`config.mk`:
```
export PLATFORM = sky130hd
export DESIGN_NAME = barcode_reader
export DESIGN_NICKNAME = d
export VERILOG_FILES = /design/src/rtl/barcode_reader.sv
export SDC_FILE = /design/constraint.sdc
export NUM_CORES = 1
export LEC_CHECK = 0
export ABC_CLOCK_PERIOD_IN_PS = 2900
export BUFFER_PORTS_ARGS = -buffer_cell sky130_fd_sc_hd__buf_2
export CAP_MARGIN = 20
export CORE_ASPECT_RATIO = 0.8
export CORE_MARGIN = 3
export CORE_UTILIZATION = 61
export CTS_CLUSTER_DIAMETER = 150
export DETAILED_ROUTE_END_ITERATION = 7
export HOLD_SLACK_MARGIN = 0.03
export PLACE_DENSITY = 0.84
export SLEW_MARGIN = 20
export SYNTH_ARGS = -nofsm -noshare
export SYNTH_HDL_FRONTEND = slang
export SYNTH_SLANG_ARGS = --single-unit
```
`constraint.sdc`:
```
create_clock -name clk -period 2.9 [get_ports clk]
set_input_delay 0.145 -clock clk [delete_from_list [all_inputs] [get_ports clk]]
set_output_delay 0.145 -clock clk [all_outputs]
set_load 0.02 [all_outputs]
```
`src/rtl/barcode_reader.sv`:
```
// Barcode serial decoder: learns bit timing from the start-bit low time, then
// samples 8 self-clocked data bits (MSB first) and posts a valid station ID.
module barcode_reader (
  input  logic       clk,
  input  logic       rst_n,
  input  logic       BC,
  input  logic       clr_ID_vld,
  output logic [7:0] ID,
  output logic       ID_vld
);

  typedef enum logic [1:0] {IDLE, START, WAIT_FALL, SAMPLE} state_t;

  state_t      state_q, state_d;
  logic        bc_meta_q, bc_sync_q, bc_prev_q;
  logic [21:0] cnt_q, cnt_d;
  logic [21:0] half_per_q, half_per_d;
  logic [2:0]  bit_cnt_q, bit_cnt_d;
  logic [7:0]  shift_q, shift_d;
  logic [7:0]  id_q, id_d;
  logic        id_vld_q, id_vld_d;

  logic        fall;
  logic        set_vld;
  logic [7:0]  shifted;
  logic [21:0] cnt_inc;

  always_comb begin
    fall       = bc_prev_q & ~bc_sync_q;
    cnt_inc    = (&cnt_q) ? cnt_q : cnt_q + 22'd1;
    shifted    = {shift_q[6:0], bc_sync_q};
    state_d    = state_q;
    cnt_d      = cnt_q;
    half_per_d = half_per_q;
    bit_cnt_d  = bit_cnt_q;
    shift_d    = shift_q;
    id_d       = id_q;
    set_vld    = 1'b0;

    case (state_q)
      IDLE: begin
        if (fall) begin
          cnt_d     = '0;
          bit_cnt_d = '0;
          state_d   = START;
        end
      end
      START: begin
        if (bc_sync_q) begin
          half_per_d = cnt_q;
          state_d    = WAIT_FALL;
        end else begin
          cnt_d = cnt_inc;
        end
      end
      WAIT_FALL: begin
        if (fall) begin
          cnt_d   = '0;
          state_d = SAMPLE;
        end
      end
      SAMPLE: begin
        if (cnt_q == half_per_q) begin
          shift_d   = shifted;
          bit_cnt_d = bit_cnt_q + 3'd1;
          if (bit_cnt_q == 3'd7) begin
            state_d = IDLE;
            // Only IDs with the two top bits clear are real stations.
            if (shifted[7:6] == 2'b00) begin
              id_d    = shifted;
              set_vld = 1'b1;
            end
          end else begin
            state_d = WAIT_FALL;
          end
        end else begin
          cnt_d = cnt_inc;
        end
      end
      default: state_d = IDLE;
    endcase

    id_vld_d = set_vld | (id_vld_q & ~clr_ID_vld);
  end

  always_ff @(posedge clk or negedge rst_n) begin
    if (!rst_n) begin
      state_q    <= IDLE;
      bc_meta_q  <= 1'b1;
      bc_sync_q  <= 1'b1;
      bc_prev_q  <= 1'b1;
      cnt_q      <= '0;
      half_per_q <= '0;
      bit_cnt_q  <= '0;
      shift_q    <= '0;
      id_q       <= '0;
      id_vld_q   <= 1'b0;
    end else begin
      state_q    <= state_d;
      bc_meta_q  <= BC;
      bc_sync_q  <= bc_meta_q;
      bc_prev_q  <= bc_sync_q;
      cnt_q      <= cnt_d;
      half_per_q <= half_per_d;
      bit_cnt_q  <= bit_cnt_d;
      shift_q    <= shift_d;
      id_q       <= id_d;
      id_vld_q   <= id_vld_d;
    end
  end

  assign ID     = id_q;
  assign ID_vld = id_vld_q;

endmodule

```
==> out/results.txt, run 1 <==
vias post-DR -> 2,369
final wirelength -> 6870 um
Seq cells post-synth -> 68
clock skew -> 0.00737 ns
clock sinks -> 68
first-pass GRT wire length -> 11,500 um
critical path, cell by cell -> xor2_1, nor4_1, nand4_1, nor3_2, buf_4, or3_1, o21ai_0
Max Cap Violations -> 0
hold crit path type -> reg -> reg
clock transition at the registers of the reported paths -> 0.07 ns
unrepaired setup endpoints after global routing -> false
Nets -> 314
YS warnings -> 0
All-Layer GR Usage -> 0.241
Area Growth Syn to Fin -> 12.3%
row count -> 23
WL per Instance -> 18.4 um
pre-CTS setup slack -> 0.263 ns
hold_ws -> 0.358 ns
initial antenna violation count -> 0
ys flop type -> dfrtp_1
CP Data Arrival Time -> 2.90 ns
CORE AREA -> 5150 sq um
Inserted Diodes -> 0
cts bufs inserted -> 9
initial core utilization -> 0.649
drt first pass iters -> 4
Post-synth EDFFs -> 0
Slowest-stage cell, CP -> dfrtp_1
total I/O pin count -> 13
PnR worst setup slack -> 0.208 ns
Root Buffer -> clkbuf_8
Setup crit start kind -> register
number of global-route vias before repair -> 2,352
Rel. slew slack -> 0.445
element type at the critical path end -> register
Tcrit/Tclk final -> 0.928
Vias per Instance -> 6.33
Buffers on Ports -> 12
number of fill cells -> 347
Design Area, Final -> 3760 sq um
Die Span X -> 88.8 um
Die Area -> 6410 sq um
DRT iter0 DRCs -> 242
most frequent cells in the layout -> dfrtp_1, mux2_2, nand2_1
Placer Congestion -> 0.858
share of layout cells above drive strength 1 -> 0.263
Max Root-Sink Buffers -> 2
CTS tree -> yes
Remaining DRCs -> 0
Final Non-Filler Cells -> 374
largest net degree at the start of global routing -> 69
H-tree depth -> 3
fin util -> 0.729
Area after DPL -> 3430 sq um
Achievable Freq -> 371 MHz
post-synth top area cell -> dfrtp_1
antenna viol nets, final -> 0
commonest non-fill, non-tap cell in the layout -> dfrtp_1
chip height -> 72.2 um
synth unique cells -> 47
worst-margin pin slew -> 0.832 ns
setup tns final -> 0 ns
power density over the cells -> 879 nW/um^2
dpl cells -> 355
VDD IR max -> 0.000502 V
Syn Nets -> 301
count of final setup violators -> 0
Tot Pwr -> 3.30 mW
Seq/Total Area, Yosys -> 0.510
HPWL after detailed placement -> 4430 um
peak fanout along the critical path -> 20
status -> complete, no violations
grt total ovfl -> 0
worst stage delay on the critical path -> 0.51 ns
Final Hold Fails -> 0
Crit path required time -> 3.11 ns
syn avg cell area -> 11.4 sq um
Pins Over Slew Limit -> 0
clock latency reported for the late side of the worst-skew pair -> 0.35 ns
leakage -> 1.83 nW
synthesized cell area -> 3340 sq um
asr flop ratio synth -> 1.00
ranking of synthesized cells by area -> dfrtp_1, mux2_2, o31ai_1, xor2_1, nand2_1
worst setup path class -> reg -> reg
synthesized instance count -> 294
fin crit period -> 2.69 ns
Synth top area share -> 0.486
==> worst max-delay path: cells and delay by family, from the launching register on <==
kind            cells  cell delay, ns
xor+xnor            1            0.22
buf+inv             1            0.28
flops               1            0.51
simple gates        4            1.35
compound gates      1            0.18
==> cells in the mapped netlist (4+ instances only) <==
| cell | count |
|---|---|
| o21ai_0 | 12 |
| a21oi_1 | 5 |
| o31ai_1 | 24 |
| dfrtp_1 | 65 |
| buf_2 | 9 |
| clkbuf_1 | 6 |
| xor2_1 | 14 |
| buf_6 | 4 |
| and3_1 | 4 |
| nand4_1 | 4 |
| inv_1 | 6 |
| nor4_1 | 4 |
| xnor2_1 | 8 |
| nor2_1 | 7 |
| nand3_1 | 9 |
| mux2_2 | 34 |
| a31oi_1 | 6 |
| nand2_1 | 25 |
==> sequential cells by signal, indices dropped and copies added, names as in the netlist <==
signal,count
ID,8
ID_vld,1
bc_meta_q,1
bc_prev_q,1
bc_sync_q,1
bit_cnt_q,3
cnt_q,22
half_per_q,22
shift_q,7
state_q,2
==> worst paths after layout <==
| kind | slack (ns) | depth (start not counted) | end | start |
|---|---|---|---|---|
| max in group asynchronous | 1.81 | 3 | cnt_q[10] | rst_n |
| min in group asynchronous | 0.53 | 3 | ID[5] | rst_n |
| worst min-delay path | 0.36 | 0 | bc_sync_q | bc_meta_q |
| worst min register to register | 0.36 | 0 | bc_sync_q | bc_meta_q |
| worst max register to register | 0.21 | 7 | cnt_q[2] | cnt_q[6] |
| worst max-delay path | 0.21 | 7 | cnt_q[2] | cnt_q[6] |
==> layout make-up <==
| class | instances | area [sq um] | area share |
|---|---|---|---|
| Multi-Input combinational cell | 197 | 1490 | 0.397 |
| Clock buffer | 10 | 138 | 0.0366 |
| Tap cell | 62 | 77.6 | 0.0206 |
| Sequential cell | 68 | 1710 | 0.454 |
| Inverter | 6 | 22.5 | 0.00599 |
| Clock inverter | 6 | 159 | 0.0423 |
| Timing Repair Buffer | 25 | 165 | 0.0440 |
==> cells by family after synthesis <==
| family | share of synthesized area |
|---|---|
| adders and majority gates | 0.0112 |
| buffers and inverters | 0.0460 |
| DFF | 0.510 |
| xor gates and xnor gates | 0.0576 |
| and+or+nand+nor | 0.131 |
| muxes | 0.121 |
| AOI/OAI and AO/OA | 0.123 |
==> routing by layer <==
layer,vias to the layer above,share of wire,GRT usage
li1,1103,-,-
met1,1184,0.46,0.328
met2,74,0.47,0.370
met3,8,0.060,0.0795
met4,0,0.011,0.0721
met5,-,0,0
==> report_power, final <==
part           internal, mW  switching, mW  total, mW
registers              1.10          0.112       1.21
logic                 0.361          0.600      0.961
clock network         0.770          0.363       1.13
==> repair_timing <==
action	in CTS	in global routing
gates resized for setup	0	0
hold buffers	3	0
buffers inserted	0	0
endpoints found under the hold margin	67	0
Power figures use the tool's default switching activity.
==> run 2: changes to the inputs <==
--- a/config.mk
+++ b/config.mk
@@ -5,13 +5,13 @@
 export SDC_FILE = /design/constraint.sdc
 export NUM_CORES = 1
 export LEC_CHECK = 0
-export ABC_CLOCK_PERIOD_IN_PS = 2900
+export ABC_CLOCK_PERIOD_IN_PS = 2800
 export BUFFER_PORTS_ARGS = -buffer_cell sky130_fd_sc_hd__buf_2
 export CAP_MARGIN = 20
 export CORE_ASPECT_RATIO = 0.8
-export CORE_MARGIN = 3
 export CORE_UTILIZATION = 61
 export CTS_CLUSTER_DIAMETER = 150
+export CTS_CLUSTER_SIZE = 12
 export DETAILED_ROUTE_END_ITERATION = 7
 export HOLD_SLACK_MARGIN = 0.03
 export PLACE_DENSITY = 0.84
==> constraint.sdc (replaced) <==
create_clock -name clk -period 2.8 [get_ports clk]
set_input_delay 0.14 -clock clk [delete_from_list [all_inputs] [get_ports clk]]
set_output_delay 0.14 -clock clk [all_outputs]
set_load 0.02 [all_outputs]
==> run 2 against run 1 <==
Design area is 1.4% lower. Critical path depth stayed put. Worst hold slack better by 0.0021 ns. Sequential share of layout area is 0.64 points higher. Largest power group unchanged. Utilization is 1.0 points lower. Clock skew is 0.0026 ns higher. Clock power is 22% lower.
==> out/results.txt, run 2 (synthesized netlist as in run 1, its figures left out) <==
Die Area -> 5780 sq um (-9.8%)
Setup crit start kind -> register
grt met2 use -> 0.444 (+0.0743)
Vias per Instance -> 6.26 (-1.2%)
worst setup path class -> reg -> reg
initial core utilization -> 0.649 (unchanged)
GR Util met1 -> 0.378 (+0.0508)
total I/O pin count -> 13 (unchanged)
Nets -> 316 (+0.64%)
setup bufs post-CTS -> 0 (unchanged)
clock latency reported for the late side of the worst-skew pair -> 0.35 ns (about the same)
hold crit path type -> reg -> reg
Worst path depth -> 7 (unchanged)
worst reg-to-reg setup slack -> 0.22 ns (about the same)
pre-CTS setup slack -> 0.312 ns (+0.0492 ns)
most frequent cells in the layout -> dfrtp_1, mux2_2, nand2_1
Worst R2R Path Depth -> 7 (unchanged)
Buffers on Ports -> 12 (unchanged)
Area after DPL -> 3460 sq um (+0.80%)
peak fanout along the critical path -> 19 (-5.0%)
Buf+Inv Stages, Crit Path -> 1 (unchanged)
Tcrit/Tclk final -> 0.923 (-0.00550)
power density over the cells -> 845 nW/um^2 (-3.8%)
vias post-DR -> 2,352 (-0.72%)
Final Hold Fails -> 0 (unchanged)
Crit path required time -> 3.03 ns (-0.08 ns)
largest net degree at the start of global routing -> 39 (-43%)
Resized cells post-CTS -> 0 (unchanged)
fin crit period -> 2.58 ns (-0.108 ns)
Most Crowded Layer GR -> met2
WL per Instance -> 18.4 um (about the same)
PnR worst setup slack -> 0.216 ns (+0.00823 ns)
Area Growth Syn to Fin -> 10.8%
commonest non-fill, non-tap cell in the layout -> dfrtp_1
DRT iter0 DRCs -> 127 (-48%)
fin util -> 0.719 (-0.0102)
first-pass GRT wire length -> 11,800 um (+2.8%)
Achievable Freq -> 387 MHz (+4.2%)
clock skew -> 0.00994 ns (+0.00256 ns)
dpl cells -> 357 (+0.56%)
Max Cap Violations -> 0 (unchanged)
Worst Setup SP -> cnt_q[7]
unrepaired setup endpoints after global routing -> false
Inserted Diodes -> 0 (unchanged)
antenna viol nets, final -> 0 (unchanged)
Die Span X -> 84.8 um (-4.5%)
count of final setup violators -> 0 (unchanged)
CTS tree -> yes
Final Non-Filler Cells -> 376 (+0.53%)
VDD IR max -> 0.000663 V (+32%)
Max Root-Sink Buffers -> 2 (unchanged)
leakage -> 1.80 nW (-1.5%)
chip height -> 68.2 um (-5.5%)
worst stage delay on the critical path -> 0.50 ns (about the same)
Design Area, Final -> 3700 sq um (-1.4%)
number of global-route vias before repair -> 2,345 (-0.30%)
element type at the critical path end -> register
crit-path leading delay family -> simple AND/OR/NAND/NOR gates
critical path, cell by cell -> xor2_1, nor4_1, nand4_1, nor3_2, buf_4, or2_4, mux2_1
Post-CTS Hold Fix Bufs -> 3 (unchanged)
final wirelength -> 6910 um (+0.61%)
row count -> 23 (unchanged)
grt total ovfl -> 0 (unchanged)
RR Endpoint -> cnt_q[0]
status -> complete, no violations
CORE AREA -> 5150 sq um (unchanged)
setup tns final -> 0 ns (unchanged)
HPWL after detailed placement -> 4650 um (+4.9%)
Root Buffer -> clkbuf_8
Remaining DRCs -> 0 (unchanged)
Pins Over Slew Limit -> 0 (unchanged)
cts bufs inserted -> 9 (unchanged)
clock transition at the registers of the reported paths -> 0.07 ns (about the same)
Setup crit end -> cnt_q[0]
CP Data Arrival Time -> 2.82 ns (-0.08 ns)
All-Layer GR Usage -> 0.281 (+0.0407)
worst-margin pin slew -> 0.770 ns (-0.0618 ns)
number of fill cells -> 363 (+4.6%)
drt first pass iters -> 6 (+2)
share of layout cells above drive strength 1 -> 0.264 (+0.00151)
Slowest-stage cell, CP -> nor4_1
M3 GR Usage -> 0.0844 (+0.00498)
Placer Congestion -> 0.911 (+6.3%)
launching point of the worst reg2reg path -> cnt_q[7]
Rel. slew slack -> 0.481 (+0.0358)
H-tree depth -> 3 (unchanged)
clock sinks -> 68 (unchanged)
initial antenna violation count -> 0 (unchanged)
[run 2: where the power goes]
group | internal [mW] | switching (mW)
combinational | 0.376 | 0.616
sequential | 1.14 | 0.119
clock | 0.503 | 0.382
[run 2: layer usage]
metal  wire [um]  up-vias
li1            -     1107
met5           0        -
met4          95        0
met2        3090       84
met1        3240     1151
met3         475       10
[run 2: worst min path at each step]
stage	startpoint	endpoint	slack, ns	cells past startpoint
final	bc_meta_q	bc_sync_q	0.36	0
after global routing	bc_meta_q	bc_sync_q	0.36	0
after CTS	bc_meta_q	bc_sync_q	0.36	0
after detailed placement	rst_n	half_per_q[18]	0.23	1
after global placement	rst_n	half_per_q[21]	0.22	1
after floorplan	rst_n	ID[0]	-0.16	0
[run 2: cell type report]
| cell class | count | area (sq um) | share of cell area |
|---|---|---|---|
| Sequential cell | 68 | 1710 | 0.460 |
| Multi-Input combinational cell | 197 | 1490 | 0.402 |
| Timing Repair Buffer | 27 | 193 | 0.0520 |
| Clock buffer | 10 | 128 | 0.0344 |
| Clock inverter | 6 | 88.8 | 0.0240 |
| Tap cell | 62 | 77.6 | 0.0209 |
| Inverter | 6 | 22.5 | 0.00608 |
[run 2: metrics by stage]
| stage | total power [mW] | hold slack (ns) |
|---|---|---|
| floorplan | 1.97 | -0.156 |
| global placement | 2.19 | 0.222 |
| detailed placement | 2.25 | 0.229 |
| CTS | 3.14 | 0.362 |
| global route | 3.30 | 0.363 |
| finish | 3.13 | 0.360 |
[run 2: worst reg2reg max path, delay by kind of cell, from the launching register on]
kind / cells / cell delay, ns
muxes: 1 / 0.33
and+or+nand+nor: 4 / 1.16
xor gates and xnor gates: 1 / 0.22
buffers and inverters: 1 / 0.27
DFF: 1 / 0.48
==> run 3: changes to the inputs <==
--- a/config.mk
+++ b/config.mk
@@ -6,7 +6,7 @@
 export NUM_CORES = 1
 export LEC_CHECK = 0
 export ABC_CLOCK_PERIOD_IN_PS = 2800
-export BUFFER_PORTS_ARGS = -buffer_cell sky130_fd_sc_hd__buf_2
+export BUFFER_PORTS_ARGS = -buffer_cell sky130_fd_sc_hd__buf_4
 export CAP_MARGIN = 20
 export CORE_ASPECT_RATIO = 0.8
 export CORE_UTILIZATION = 61
==> run 3 against run 2 <==
Wire length up 0.19%. The run now ends with DRC left. Design area up 2.1%. Die area stayed put. Critical path depth unchanged. Via count up 0.98%. Setup slack improved by 0.071 ns.
==> out/results.txt, run 3 (synthesized netlist as in run 1, its figures left out) <==
P_sw -> 1.10 mW (-1.7%)
switching part of the total -> 0.332 (-0.0249)
pre-CTS setup slack -> 0.359 ns (+0.0466 ns)
fin util -> 0.735 (+0.0153)
Inserted Diodes -> 0 (unchanged)
Int Pwr -> 2.21 mW (+9.8%)
fin crit period -> 2.51 ns (-0.0711 ns)
Max Root-Sink Buffers -> 2 (unchanged)
Area after DPL -> 3490 sq um (+0.94%)
CP Data Arrival Time -> 2.75 ns (-0.07 ns)
most frequent cells in the layout -> dfrtp_1, mux2_2, buf_4
worst stage delay on the critical path -> 0.51 ns (about the same)
CORE AREA -> 5150 sq um (unchanged)
All-Layer GR Usage -> 0.275 (-0.00639)
Final Non-Filler Cells -> 378 (+0.53%)
setup bufs post-CTS -> 0 (unchanged)
Rel. slew slack -> 0.445 (-0.0366)
unrepaired setup endpoints after global routing -> false
Design Area, Final -> 3780 sq um (+2.1%)
element type at the critical path end -> register
initial core utilization -> 0.649 (unchanged)
HPWL after detailed placement -> 4580 um (-1.5%)
drt first pass iters -> 8 (+2)
Area Growth Syn to Fin -> 13.1%
leakage -> 1.84 nW (+2.2%)
Die Span X -> 84.8 um (unchanged)
Max Cap Violations -> 0 (unchanged)
Tot Pwr -> 3.31 mW (+5.7%)
Slowest-stage cell, CP -> dfrtp_1
total I/O pin count -> 13 (unchanged)
hold crit path type -> reg -> reg
count of final setup violators -> 0 (unchanged)
clock sinks -> 68 (unchanged)
clock skew -> 0.00573 ns (-0.00421 ns)
Buf+Inv Stages, Crit Path -> 1 (unchanged)
final wirelength -> 6920 um (+0.19%)
H-tree depth -> 3 (unchanged)
largest net degree at the start of global routing -> 69 (+77%)
PnR worst setup slack -> 0.287 ns (+0.0711 ns)
clock transition at the registers of the reported paths -> 0.07 ns (about the same)
Placer Congestion -> 0.934 (+2.5%)
DRT iter0 DRCs -> 242 (+91%)
row count -> 23 (unchanged)
grt total ovfl -> 0 (unchanged)
WL per Instance -> 18.3 um (-0.34%)
chip height -> 68.2 um (unchanged)
Vias per Instance -> 6.28 (+0.44%)
commonest non-fill, non-tap cell in the layout -> dfrtp_1
Setup crit start kind -> register
Final Hold Fails -> 0 (unchanged)
setup tns final -> 0 ns (unchanged)
worst setup path class -> reg -> reg
Buffers on Ports -> 12 (unchanged)
Combinational Power Share -> 0.303 (-0.014)
critical path, cell by cell -> xor2_1, nor4_1, nand4_1, nor3_2, buf_4, nand2_2, mux2_2
dpl cells -> 359 (+0.56%)
clock latency reported for the late side of the worst-skew pair -> 0.35 ns (about the same)
initial antenna violation count -> 0 (unchanged)
Root Buffer -> clkbuf_8
number of global-route vias before repair -> 2,293 (-2.2%)
antenna viol nets, final -> 0 (unchanged)
VDD IR max -> 0.000599 V (-9.6%)
status -> finished, violations left
Tcrit/Tclk final -> 0.898 (-0.0254)
CTS tree -> yes
Pins Over Slew Limit -> 0 (unchanged)
crit-path leading delay family -> simple AND/OR/NAND/NOR gates
cts bufs inserted -> 9 (unchanged)
first-pass GRT wire length -> 11,600 um (-2.2%)
Die Area -> 5780 sq um (unchanged)
failing checks -> DRC
Reg power frac -> 0.380 (-0.021)
hold_ws -> 0.357 ns (-0.00224 ns)
worst-margin pin slew -> 0.833 ns (+0.0630 ns)
share of layout cells above drive strength 1 -> 0.272 (+0.00782)
Post-CTS Hold Fix Bufs -> 3 (unchanged)
Resized cells post-CTS -> 0 (unchanged)
power density over the cells -> 875 nW/um^2 (+3.5%)
clock share of power -> 0.317 (+0.035)
vias post-DR -> 2,375 (+0.98%)
Nets -> 318 (+0.63%)
Achievable Freq -> 398 MHz (+2.8%)
Crit path required time -> 3.04 ns (about the same)
Remaining DRCs -> 1 (+1)
peak fanout along the critical path -> 11 (-8)
-- run 3: cell count changes in the layout (fill, tap and decap cells not counted), moves of 2 or more --
cell / delta
buf_2: -12
buf_4: +15
bufinv_16: +2
clkinvlp_4: -2
-- run 3: worst paths after layout --
kind,endpoint,start,cells after the start,slack (ns)
min,bc_sync_q,bc_meta_q,0,0.36
min reg2reg,bc_sync_q,bc_meta_q,0,0.36
max in group asynchronous,half_per_q[0],rst_n,2,1.83
max reg2reg,ID[1],cnt_q[7],7,0.29
max,ID[1],cnt_q[7],7,0.29
min in group asynchronous,ID[6],rst_n,2,0.43
-- run 3: power by group through the flow --
stage / registers (mW) / logic, mW / clock network (mW)
CTS: 1.25 / 0.995 / 1.07
detailed placement: 1.27 / 0.981 / 0
global route: 1.28 / 1.08 / 1.11
finish: 1.26 / 1.00 / 1.05
global placement: 1.26 / 0.951 / 0
floorplan: 1.27 / 0.701 / 0
-- run 3: cell type report --
cell class                 instances  area (sq um)
inverter                           6          22.5
timing repair buffer              29           225
sequential                        68          1710
clock buffer                       9           124
tap                               62          77.6
clock inverter                     7           139
multi-input combinational        197          1490
fill                             351          1370
-- run 3: layer usage --
layer / GRT usage / routed length, um / part of all wire
met1: 0.377 / 3140 / 0.45
met2: 0.405 / 3020 / 0.44
met3: 0.0917 / 557 / 0.080
met4: 0.119 / 203 / 0.029
met5: 0 / 0 / 0
